--- src/rtl/eth_phy_10g_block_lock.sv ---
// 64b/66b block-lock and alignment: hunts for the bit offset that gives a steady
// sync header, then polices header errors per window and re-hunts on too many.
module eth_phy_10g_block_lock #(
    parameter int DATA_W    = 64,
    parameter int LOCK_CNT  = 64,
    parameter int WIN_CNT   = 64,
    parameter int BAD_LIMIT = 16
) (
    input  logic                         clk,
    input  logic                         reset,
    input  logic [DATA_W+1:0]            in_data,
    input  logic                         in_valid,
    output logic [DATA_W-1:0]            out_data,
    output logic [1:0]                   out_hdr,
    output logic                         out_valid,
    output logic                         block_lock,
    output logic [$clog2(DATA_W+2)-1:0]  hdr_offset,
    output logic                         hdr_err
);

    localparam int W      = DATA_W + 2;
    localparam int OFF_W  = $clog2(W);
    localparam int GOOD_W = $clog2(LOCK_CNT + 1);
    localparam int WIN_W  = $clog2(WIN_CNT + 1);
    localparam int BAD_W  = $clog2(BAD_LIMIT + 1);

    localparam logic [OFF_W-1:0]  OFF_LAST  = OFF_W'(W - 1);
    localparam logic [OFF_W:0]    BASE_TOP  = (OFF_W + 1)'(W);
    localparam logic [GOOD_W-1:0] GOOD_LAST = GOOD_W'(LOCK_CNT - 1);
    localparam logic [WIN_W-1:0]  WIN_LAST  = WIN_W'(WIN_CNT - 1);
    localparam logic [BAD_W-1:0]  BAD_LAST  = BAD_W'(BAD_LIMIT - 1);

    typedef enum logic {SEARCH, LOCKED} state_t;

    state_t            state_q;
    logic [W-1:0]      prevData_q;
    logic [OFF_W-1:0]  offset_q;
    logic [GOOD_W-1:0] goodCnt_q;
    logic [WIN_W-1:0]  winCnt_q;
    logic [BAD_W-1:0]  badCnt_q;
    logic [DATA_W-1:0] outData_q;
    logic [1:0]        outHdr_q;
    logic              outValid_q;
    logic              lock_q;
    logic              hdrErr_q;

    logic [2*W-1:0]    stream;
    logic [OFF_W:0]    base;
    logic [W-1:0]      window;
    logic              hdrValid;
    logic [OFF_W-1:0]  slipOffset_d;

    assign stream = {in_data, prevData_q};

    // Offset k selects a word that started k bits back inside the previous word.
    always_comb begin
        base         = BASE_TOP - {1'b0, offset_q};
        window       = stream[base +: W];
        hdrValid     = window[0] ^ window[1];
        slipOffset_d = (offset_q == OFF_LAST) ? '0 : offset_q + 1'b1;
    end

    always_ff @(posedge clk or posedge reset) begin
        if (reset) begin
            state_q    <= SEARCH;
            prevData_q <= '0;
            offset_q   <= '0;
            goodCnt_q  <= '0;
            winCnt_q   <= '0;
            badCnt_q   <= '0;
            outData_q  <= '0;
            outHdr_q   <= '0;
            outValid_q <= 1'b0;
            lock_q     <= 1'b0;
            hdrErr_q   <= 1'b0;
        end else begin
            outValid_q <= 1'b0;
            hdrErr_q   <= 1'b0;
            if (in_valid) begin
                prevData_q <= in_data;
                outData_q  <= window[W-1:2];
                outHdr_q   <= window[1:0];
                outValid_q <= (state_q == LOCKED);
                hdrErr_q   <= !hdrValid;
                case (state_q)
                    SEARCH: begin
                        if (!hdrValid) begin
                            goodCnt_q <= '0;
                            offset_q  <= slipOffset_d;
                        end else if (goodCnt_q == GOOD_LAST) begin
                            state_q   <= LOCKED;
                            lock_q    <= 1'b1;
                            goodCnt_q <= '0;
                            winCnt_q  <= '0;
                            badCnt_q  <= '0;
                        end else begin
                            goodCnt_q <= goodCnt_q + 1'b1;
                        end
                    end
                    LOCKED: begin
                        // Losing lock wins over a window boundary on the same word.
                        if (!hdrValid && badCnt_q == BAD_LAST) begin
                            state_q   <= SEARCH;
                            lock_q    <= 1'b0;
                            offset_q  <= slipOffset_d;
                            goodCnt_q <= '0;
                            winCnt_q  <= '0;
                            badCnt_q  <= '0;
                        end else if (winCnt_q == WIN_LAST) begin
                            winCnt_q <= '0;
                            badCnt_q <= '0;
                        end else begin
                            winCnt_q <= winCnt_q + 1'b1;
                            badCnt_q <= badCnt_q + BAD_W'(!hdrValid);
                        end
                    end
                    default: state_q <= SEARCH;
                endcase
            end
        end
    end

    assign out_data   = outData_q;
    assign out_hdr    = outHdr_q;
    assign out_valid  = outValid_q;
    assign block_lock = lock_q;
    assign hdr_offset = offset_q;
    assign hdr_err    = hdrErr_q;

endmodule
--- config.mk ---
export PLATFORM = sky130hd
export DESIGN_NAME = eth_phy_10g_block_lock
export DESIGN_NICKNAME = d
export VERILOG_FILES = /design/src/rtl/eth_phy_10g_block_lock.sv
export SDC_FILE = /design/constraint.sdc
export NUM_CORES = 1
export LEC_CHECK = 0
export ABC_AREA = 1
export BUFFER_PORTS_ARGS = -buffer_cell sky130_fd_sc_hd__buf_4
export CAP_MARGIN = 20
export CORE_ASPECT_RATIO = 1.1
export CORE_UTILIZATION = 50
export CTS_BUF_LIST = sky130_fd_sc_hd__clkbuf_8
export DETAILED_ROUTE_END_ITERATION = 10
export HOLD_SLACK_MARGIN = 0.08
export PLACE_DENSITY = 0.72
export SETUP_SLACK_MARGIN = 0.3
export SYNTH_ARGS = -nofsm -noshare
export SYNTH_HDL_FRONTEND = slang
export SYNTH_SLANG_ARGS = --single-unit
--- constraint.sdc ---
create_clock -name clk -period 6.35 [get_ports clk]
set_input_delay 0.3175 -clock clk [delete_from_list [all_inputs] [get_ports clk]]
set_output_delay 0.3175 -clock clk [all_outputs]
set_load 0.02 [all_outputs]
==> metrics.md, run 1 <==
| Metric | Value |
|---|---|
| Wire length reported by the detailed router | `65.67 mm` |
| Final Cell Area | `between 15000 and 20000 µm²` |
| Met2 wire length | `27.60 mm` |
| Register-to-Register Path Depth | `21` |
| Fraction of the yosys area taken by sequential cells | `26.20%` |
| Master cell of the clock root buffer | `sky130_fd_sc_hd__clkbuf_8` |
| Cell area power density | `around 300 nW/µm²` |
| Via-to-Cell Ratio | `between 6 and 7` |
| Max cap viols | `0` |
| Post-Route Utilization | `57.16%` |
| Final worst-path cycle share | `between 70% and 80%` |
| Clock tree from TritonCTS | `built` |
| Total congestion overflow | `0` |
| Number of clock buffers inserted by TritonCTS | `17` |
| Kind of critical path | `flip-flop to flip-flop` |
| Fraction of final layout cells sized beyond drive strength 1 | `under 10%` |
| Placed insts | `2980` |
| Wire length the detailed router placed on met1 | `about 28 mm` |
| Area after detailed placement | `~16000 µm²` |
| Post-Syn Instances | `2603` |
| Antenna violations before repair | `0` |
| Unique cell type count in the Yosys netlist | `47` |
| Standard cell with the maximum stage delay on the critical path | `sky130_fd_sc_hd__dfrtp_4` |
| Final max-slew violation count | `0` |
| Crit path setup slack, layout | `roughly 1500 ps` |
| Number of buffers on the longest clock path | `2` |
| Achievable Freq | `roughly 210 MHz` |
| First-pass GRT wire length | `around 100 mm` |
| Setup crit start kind | `flip-flop` |
| H-tree lvl count | `4` |
| Final setup viols | `0` |
| Yosys warns | `0` |
| Count of antenna-violating nets left after detailed routing | `0` |
| Clock-pin slew on the worst setup and hold paths | `between 100 and 150 ps` |
| Critical-path cell list | `buf_4, clkinv_2, buf_4, nand2_1, nand3_1, nand3_1, nand3_1, nand3_1, nand2_1, nand2_1, nand3_2, nand3_2, nand2_4, nand2_4, ha_1, ha_1, nand2_1, a21oi_1, o21a_1, nand3_1, nand2_1` |
| Largest delay share family, worst path | `simple AND/OR/NAND/NOR gates` |
| Syn_area_per_cell | `just under 6 µm²` |
| Leakage | `8.360 nW` |
| Buffers plus inverters on the worst setup path | `3` |
| Startpoint of the lowest-slack register-to-register path | `hdr_offset[0]` |
| Starting DRT DRC Count | `2883` |
| Endpoint of the lowest-slack register-to-register path | `badCnt_q[4]` |
| Outcome | `completed` |
| Port bufs | `between 100 and 150` |
| Die boundary height | `186.5 µm` |
| Netlist area before placement | `between 15000 and 20000 µm²` |
| Die Area | `between 30000 and 40000 µm²` |
| Area share of the largest cell type after synthesis | `about a quarter` |
| Initial standard-cell utilization of the core | `just over 50%` |
| Vias in the first global route | `16650` |
| End point of the worst hold path | `prevData_q[0]` |
| DRC | `0` |
| Met3 routed wirelength | `just over 7 mm` |
| Routed length per placed instance | `between 20 and 25 µm` |
| Floorplan row count | `67` |
| Synth area leader | `sky130_fd_sc_hd__dfrtp_1` |
| I/O pin count | `around 150` |
| Data arrival time at the worst-slack endpoint | `5290 ps` |
| Clk_lat worst skew | `roughly 530 ps` |
| #FFs+latches synth | `162` |
| Hold Path Origin | `in_data[0]` |
| Critical path required time | `slightly below 7000 ps` |
| Net total in the final layout | `2725` |
| Maximum number of pins on one net before global-route repair | `roughly 140` |
| Post-layout instance count excluding filler cells | `~3000` |
| Combined global-route utilization of all metal layers | `approximately two fifths` |
| Worst Hold Class | `input pin to flip-flop` |
| Sinks on Clock Net | `162` |
| RSZ-0062 raised after global routing | `no` |
| Via total after detailed routing | `between 15000 and 20000` |
| Worst clock skew | `21.55 ps` |
| Setup tns final | `0 ps` |
| HPWL after detailed placement | `between 40 and 50 mm` |
| Number of nets in the synthesized netlist | `between 2000 and 3000` |
| Total iterations of the first detailed-routing run | `6` |
| Post-CTS setup buffers | `0` |
| Final hold slack | `111.9 ps` |
| Capturing element type of the critical path | `flip-flop` |
| Worst-path fanout max | `95` |
| Transition time of the tightest slew-check pin | `1191 ps` |
| Number of cells on the worst hold path | `3` |
| Worst setup slack before clock tree synthesis | `around 1700 ps` |
| Final Wtd Congestion | `just over 1` |
| Internal reg-to-reg setup slack | `between 1500 and 2000 ps` |
| Final total power | `between 5 and 6 mW` |
| Final hold viol count | `0` |
| Synth top area cells | `sky130_fd_sc_hd__dfrtp_1 26%, sky130_fd_sc_hd__nand2_1 23%, sky130_fd_sc_hd__nand3_1 20%, sky130_fd_sc_hd__o21ai_0 8.2%, sky130_fd_sc_hd__buf_2 2.9%` |
| Antenna diodes | `0` |
| Final critical path time including I/O delays and setup | `between 4000 and 5000 ps` |
| Area of the core | `~30000 µm²` |
| Max_slew headroom | `approximately 20%` |
| Top sig layer | `met4` |
| Area grow syn2layout | `12.41%` |
| Worst vdd ir | `roughly 0.15 mV` |
| Die boundary width | `between 150 and 200 µm` |
| CP max stage delay | `850 ps` |
==> power by group <==
| part | total (mW) | leakage [nW] | internal (mW) | switching, mW |
|---|---|---|---|---|
| Combinational | 3.11 | 6.20 | 0.936 | 2.17 |
| Clock | 0.722 | 0.166 | 0.273 | 0.449 |
| Sequential | 1.38 | 2.00 | 1.22 | 0.165 |
| Total | 5.21 | 8.36 | 2.42 | 2.79 |
==> cell usage after synthesis (all sizes together) <==
master	count
a21oi	55
buf	136
xor2	14
a31oi	44
clkbuf	72
nand2	975
nand4	8
o2111ai	7
dfrtp	162
o211ai	26
o21ai	262
o31ai	7
o21a	3
o22ai	5
ha	6
a31o	1
a311oi	1
nand3b	1
o221ai	5
nor2	97
mux2i	14
nor3b	2
nand3	617
o311ai	1
nor3	4
a32o	6
xnor2	3
or2	16
inv	49
a22o	3
o21bai	1
==> worst reg2reg max path: stages (launching register included) <==
cell	delay [ps]
sky130_fd_sc_hd__dfrtp_4	850
sky130_fd_sc_hd__buf_4	850
sky130_fd_sc_hd__clkinv_2	180
sky130_fd_sc_hd__buf_4	360
sky130_fd_sc_hd__nand2_1	240
sky130_fd_sc_hd__nand3_1	100
sky130_fd_sc_hd__nand3_1	140
sky130_fd_sc_hd__nand3_1	120
sky130_fd_sc_hd__nand3_1	260
sky130_fd_sc_hd__nand2_1	140
sky130_fd_sc_hd__nand2_1	120
sky130_fd_sc_hd__nand3_2	150
sky130_fd_sc_hd__nand3_2	140
sky130_fd_sc_hd__nand2_4	110
sky130_fd_sc_hd__nand2_4	120
sky130_fd_sc_hd__ha_1	190
sky130_fd_sc_hd__ha_1	180
sky130_fd_sc_hd__nand2_1	80
sky130_fd_sc_hd__a21oi_1	140
sky130_fd_sc_hd__o21a_1	130
sky130_fd_sc_hd__nand3_1	70
sky130_fd_sc_hd__nand2_1	70
==> repair_timing <==
action / CTS / global route
hold endpoints to repair: 95 / 0
gates resized for setup: 0 / 0
endpoints found under the setup margin: 0 / 0
hold buffers: 65 / 0
==> worst max path at each step <==
| stage | endpoint | depth (start not counted) | startpoint |
|---|---|---|---|
| floorplan | badCnt_q[0] | 1 | reset |
| global placement | badCnt_q[4] | 21 | hdr_offset[0] |
| detailed placement | badCnt_q[4] | 21 | hdr_offset[0] |
| CTS | badCnt_q[4] | 21 | hdr_offset[0] |
| global route | badCnt_q[4] | 21 | hdr_offset[0] |
| finish | badCnt_q[4] | 21 | hdr_offset[0] |
==> cells by family (layout without fill, tap and decap cells) <==
family,after synthesis,after routing,synth area share (%)
fa+ha+maj,6,6,0.4852
mux,14,14,0.9057
compound gates,427,427,15.63
xor+xnor,17,17,1.375
buf+inv,257,316,7.464
flops,162,162,26.20
simple gates,1720,1720,47.94
==> per-layer routing <==
layer	track usage, %	vias up
li1	-	8934
met1	59.89	8787
met2	59.57	1108
met3	8.462	178
met4	19.23	0
met5	0	-
==> layout make-up <==
class	instances	area (µm²)
flip-flops and latches	162	4058
well taps	414	518.0
repair buffers	236	1972
multi-input cells	2184	10310
fillers	3086	13040
clock inverters	14	108.9
clock buffers	17	234.0
inverters	49	195.2
==> registers in the layout (all words and copies together) (netlist names) <==
name        cells
block_lock      1
hdr_offset      7
hdr_err         1
out_valid       1
out_data       64
badCnt_q        5
winCnt_q        7
prevData_q     66
out_hdr         2
state_q         1
goodCnt_q       7
==> placed cells by master, fill, tap and decap left out, drive strengths merged, types with 44 or more instances in the layout <==
master and count:
nand3 617, nor2 97, o21ai 262, dfrtp 162, buf 171, a31oi 44
inv 54, dlygate4sd3 65, nand2 975, a21oi 55
(Power assumes the default switching activity.)
==> inputs of run 2 (changes only) <==
--- a/config.mk
+++ b/config.mk
@@ -5,7 +5,7 @@
 export SDC_FILE = /design/constraint.sdc
 export NUM_CORES = 1
 export LEC_CHECK = 0
-export ABC_AREA = 1
+export ABC_AREA = 0
 export BUFFER_PORTS_ARGS = -buffer_cell sky130_fd_sc_hd__buf_4
 export CAP_MARGIN = 20
 export CORE_ASPECT_RATIO = 1.1
@@ -13,7 +13,7 @@
 export CTS_BUF_LIST = sky130_fd_sc_hd__clkbuf_8
 export DETAILED_ROUTE_END_ITERATION = 10
 export HOLD_SLACK_MARGIN = 0.08
-export PLACE_DENSITY = 0.72
+export PLACE_DENSITY = 0.75
 export SETUP_SLACK_MARGIN = 0.3
 export SYNTH_ARGS = -nofsm -noshare
 export SYNTH_HDL_FRONTEND = slang
==> constraint.sdc (replaced) <==
create_clock -name clk -period 4.4 [get_ports clk]
set_input_delay 0.22 -clock clk [delete_from_list [all_inputs] [get_ports clk]]
set_output_delay 0.22 -clock clk [all_outputs]
set_load 0.02 [all_outputs]
==> run 2 against run 1 <==
Clock skew shrank 2.0 ps. Die area about the same. Global-route usage shrank 2.7 points. Synthesized cell count shrank 33%. Sequential share of layout area fell by 1.3 points. Synthesized area about the same. Fmax grew 20%. Count of clock-buffer cells in the layout unchanged. Register-to-register slack got worse by 1200 ps.
==> metrics.md, run 2 <==
| Metric | Value |
|---|---|
| Outcome | `completed` |
| Clock tree from TritonCTS | `built` |
| Maximum number of pins on one net before global-route repair | `163 (+19%)` |
| Final Wtd Congestion | `1.047 (+1.7%)` |
| Top flip-flop cell by instance count after synthesis | `sky130_fd_sc_hd__dfrtp_1` |
| Unique cell type count in the Yosys netlist | `73 (+55%)` |
| #FFs+latches synth | `162 (unchanged)` |
| Final hold viol count | `0 (unchanged)` |
| Number of cells on the worst hold path | `5 (+2)` |
| Initial standard-cell utilization of the core | `50.84% (about the same)` |
| Via-to-Cell Ratio | `6.726 (+8.9%)` |
| Achievable Freq | `248.4 MHz (+20%)` |
| Worst clock skew | `19.53 ps (-2.015 ps)` |
| Max_slew headroom | `30.86% (+11 points)` |
| Total iterations of the first detailed-routing run | `8 (+2)` |
| Clock-pin slew on the worst setup and hold paths | `110 ps (about the same)` |
| Final hold slack | `351.7 ps (+239.8 ps)` |
| First-pass GRT wire length | `92.24 mm (-8.5%)` |
| Net total in the final layout | `1968 (-28%)` |
| Vias in the first global route | `14410 (-13%)` |
| Kind of critical path | `flip-flop to flip-flop` |
| Most used cells in the layout excluding fill and tap cells | `309 x sky130_fd_sc_hd__nand2_1, 218 x sky130_fd_sc_hd__buf_4, 160 x sky130_fd_sc_hd__dfrtp_1, 157 x sky130_fd_sc_hd__nor2_1` |
| Final setup viols | `0 (unchanged)` |
| Die boundary width | `169.7 µm (about the same)` |
| Number of flops mapped to enable cells by yosys | `0 (unchanged)` |
| RSZ-0062 raised after global routing | `yes` |
| Wire length reported by the detailed router | `61.58 mm (-6.2%)` |
| Area of the core | `30430 µm² (unchanged)` |
| Count of antenna-violating nets left after detailed routing | `0 (unchanged)` |
| Number of nets in the synthesized netlist | `1810 (-32%)` |
| HPWL after detailed placement | `45.58 mm (-7.1%)` |
| Synth top area cells | `sky130_fd_sc_hd__dfrtp_1 26%, sky130_fd_sc_hd__mux4_2 17%, sky130_fd_sc_hd__mux2i_1 8.4%, sky130_fd_sc_hd__nand2_1 7.5%, sky130_fd_sc_hd__mux2_2 6.1%` |
| Number of clock buffers inserted by TritonCTS | `17 (unchanged)` |
| Number of buffers on the longest clock path | `2 (unchanged)` |
| Die boundary height | `186.5 µm (about the same)` |
| Final worst-path cycle share | `91.51% (+16 points)` |
| Setup tns final | `0 ps (unchanged)` |
| Antenna violations before repair | `0 (unchanged)` |
| Most repeated cell in the gate-level netlist after synthesis | `sky130_fd_sc_hd__nand2_1` |
| Syn_area_per_cell | `8.917 µm² (+50%)` |
| Floorplan row count | `67 (unchanged)` |
| Crit path setup slack, layout | `373.6 ps (-1153 ps)` |
| H-tree lvl count | `4 (unchanged)` |
| Port bufs | `144 (unchanged)` |
| Master cell of the clock root buffer | `sky130_fd_sc_hd__clkbuf_8` |
| Most instantiated cells after synthesis | `309 x sky130_fd_sc_hd__nand2_1, 162 x sky130_fd_sc_hd__dfrtp_1, 157 x sky130_fd_sc_hd__nor2_1` |
| Antenna diodes | `0 (unchanged)` |
| Worst Hold Class | `input pin to flip-flop` |
| Via total after detailed routing | `15610 (-18%)` |
| DRC | `0 (unchanged)` |
| Max cap viols | `0 (unchanged)` |
| I/O pin count | `145 (unchanged)` |
| Most frequent standard cell in the layout excluding fill and tap cells | `sky130_fd_sc_hd__nand2_1` |
| Clk_lat worst skew | `500 ps (-30 ps)` |
| Register with the most flip-flops | `prevData_q` |
| Fraction of the yosys area taken by sequential cells | `26.20% (about the same)` |
| Starting DRT DRC Count | `2309 (-20%)` |
| Routed length per placed instance | `26.54 µm (+24%)` |
| Die Area | `31650 µm² (about the same)` |
| Final critical path time including I/O delays and setup | `4026 ps (-796.5 ps)` |
| Worst-path fanout max | `13 (-86%)` |
| Capturing element type of the critical path | `flip-flop` |
| Post-Syn Instances | `1735 (-33%)` |
| Critical path required time | `4820 ps (-2000 ps)` |
| Transition time of the tightest slew-check pin | `1037 ps (-153.8 ps)` |
| Register-to-Register Path Depth | `13 (-38%)` |
| Sinks on Clock Net | `162 (unchanged)` |
| Data arrival time at the worst-slack endpoint | `4440 ps (-850 ps)` |
| Worst setup slack before clock tree synthesis | `198.0 ps (-1518 ps)` |
| Area share of the largest cell type after synthesis | `26.20% (about the same)` |
| Fraction of final layout cells sized beyond drive strength 1 | `27.23% (+17 points)` |
| Synth area leader | `sky130_fd_sc_hd__dfrtp_1` |
| Area grow syn2layout | `19.16%` |
| Number of flip-flops in the largest register | `66 (unchanged)` |
| Post-synth ARST share | `100.0% (unchanged)` |
| Total congestion overflow | `0 (unchanged)` |
| Combined global-route utilization of all metal layers | `39.02% (-2.7 points)` |
| Setup crit start kind | `flip-flop` |
| Netlist area before placement | `15470 µm² (about the same)` |
| Yosys warns | `0 (unchanged)` |
| Final max-slew violation count | `0 (unchanged)` |
-- run 2: cell types whose count changed after synthesis, moves of 76 or more --
| cell | previous run | this run |
|---|---|---|
| sky130_fd_sc_hd__mux2i_1 | 14 | 130 |
| sky130_fd_sc_hd__mux2_2 | 0 | 84 |
| sky130_fd_sc_hd__mux4_2 | 0 | 118 |
| sky130_fd_sc_hd__nand3_1 | 609 | 41 |
| sky130_fd_sc_hd__nand2_1 | 965 | 309 |
| sky130_fd_sc_hd__o21ai_0 | 253 | 110 |
| sky130_fd_sc_hd__buf_2 | 89 | 13 |
-- run 2: cell type report --
cell class	count	area (µm²)
clock buffer	17	234.0
clock inverter	15	146.4
fill	2653	12000
inverter	20	78.83
multi-input combinational	1390	10810
sequential	162	4059
tap	414	518.0
timing repair buffer	302	2587
-- run 2: logic make-up (layout without fill, tap and decap cells) --
logic type | Yosys count | after routing | share of synthesized area, %
adder cells (fa/ha/maj) | 6 | 6 | 0.4852
AND/OR/NAND/NOR | 581 | 581 | 15.60
AO/OA/AOI/OAI | 455 | 455 | 19.50
flip-flops | 162 | 162 | 26.20
buffers and inverters | 183 | 354 | 5.418
multiplexers | 333 | 333 | 31.78
XOR/XNOR | 15 | 15 | 1.019
-- run 2: path summary, 6_finish.rpt --
| check | from | to | slack (ps) |
|---|---|---|---|
| min in group asynchronous | reset | winCnt_q[2] | 440 |
| setup / recovery | hdr_offset[0] | goodCnt_q[0] | 370 |
| hold / removal | in_valid | out_hdr[0] | 350 |
| hold reg to reg | out_data[51] | out_data[51] | 490 |
| setup reg to reg | hdr_offset[0] | goodCnt_q[0] | 370 |
| max in group asynchronous | reset | hdr_offset[0] | 2980 |
-- run 2: metal layers --
layer / wire [µm] / track usage [%] / vias to the layer above / share of wire [%]
met5: 0 / 0 / - / 0
met4: 2950 / 15.73 / 0 / 4.8
met3: 6303 / 6.872 / 195 / 10
met2: 26990 / 57.57 / 1060 / 44
met1: 25340 / 56.65 / 7544 / 41
li1: - / - / 6806 / -
-- run 2: metrics by stage --
stage	util, %	std cells	area [µm²]
global placement	56.01	2203	17050
global route	60.58	2320	18440
CTS	59.66	2303	18160
floorplan	-	1735	15480
detailed placement	56.01	2203	17050
finish	60.58	2320	18440
-- run 2: critical path, cell delays in order, from the launching register on --
cell and delay (ps):
sky130_fd_sc_hd__dfrtp_4 570, sky130_fd_sc_hd__ha_4 390, sky130_fd_sc_hd__buf_12 180, sky130_fd_sc_hd__mux2i_1 130
sky130_fd_sc_hd__mux2i_2 290, sky130_fd_sc_hd__mux2i_1 130, sky130_fd_sc_hd__a32oi_1 250, sky130_fd_sc_hd__o221ai_1 200
sky130_fd_sc_hd__mux4_2 550, sky130_fd_sc_hd__a2111o_1 360, sky130_fd_sc_hd__and2_1 170, sky130_fd_sc_hd__buf_4 160
sky130_fd_sc_hd__or3_4 380, sky130_fd_sc_hd__o31ai_2 170
-- run 2: what timing repair did --
action,in CTS,in global routing
gates cloned,0,2
resized for setup,9,32
pin swaps,0,6
setup endpoints to repair,11,32
hold endpoints to repair,228,0
setup buffers,1,15
hold buffers,67,0
Power of run 2 is not shown: default switching activity piles up to over one toggle a cycle in this logic, so the estimate is an artifact.
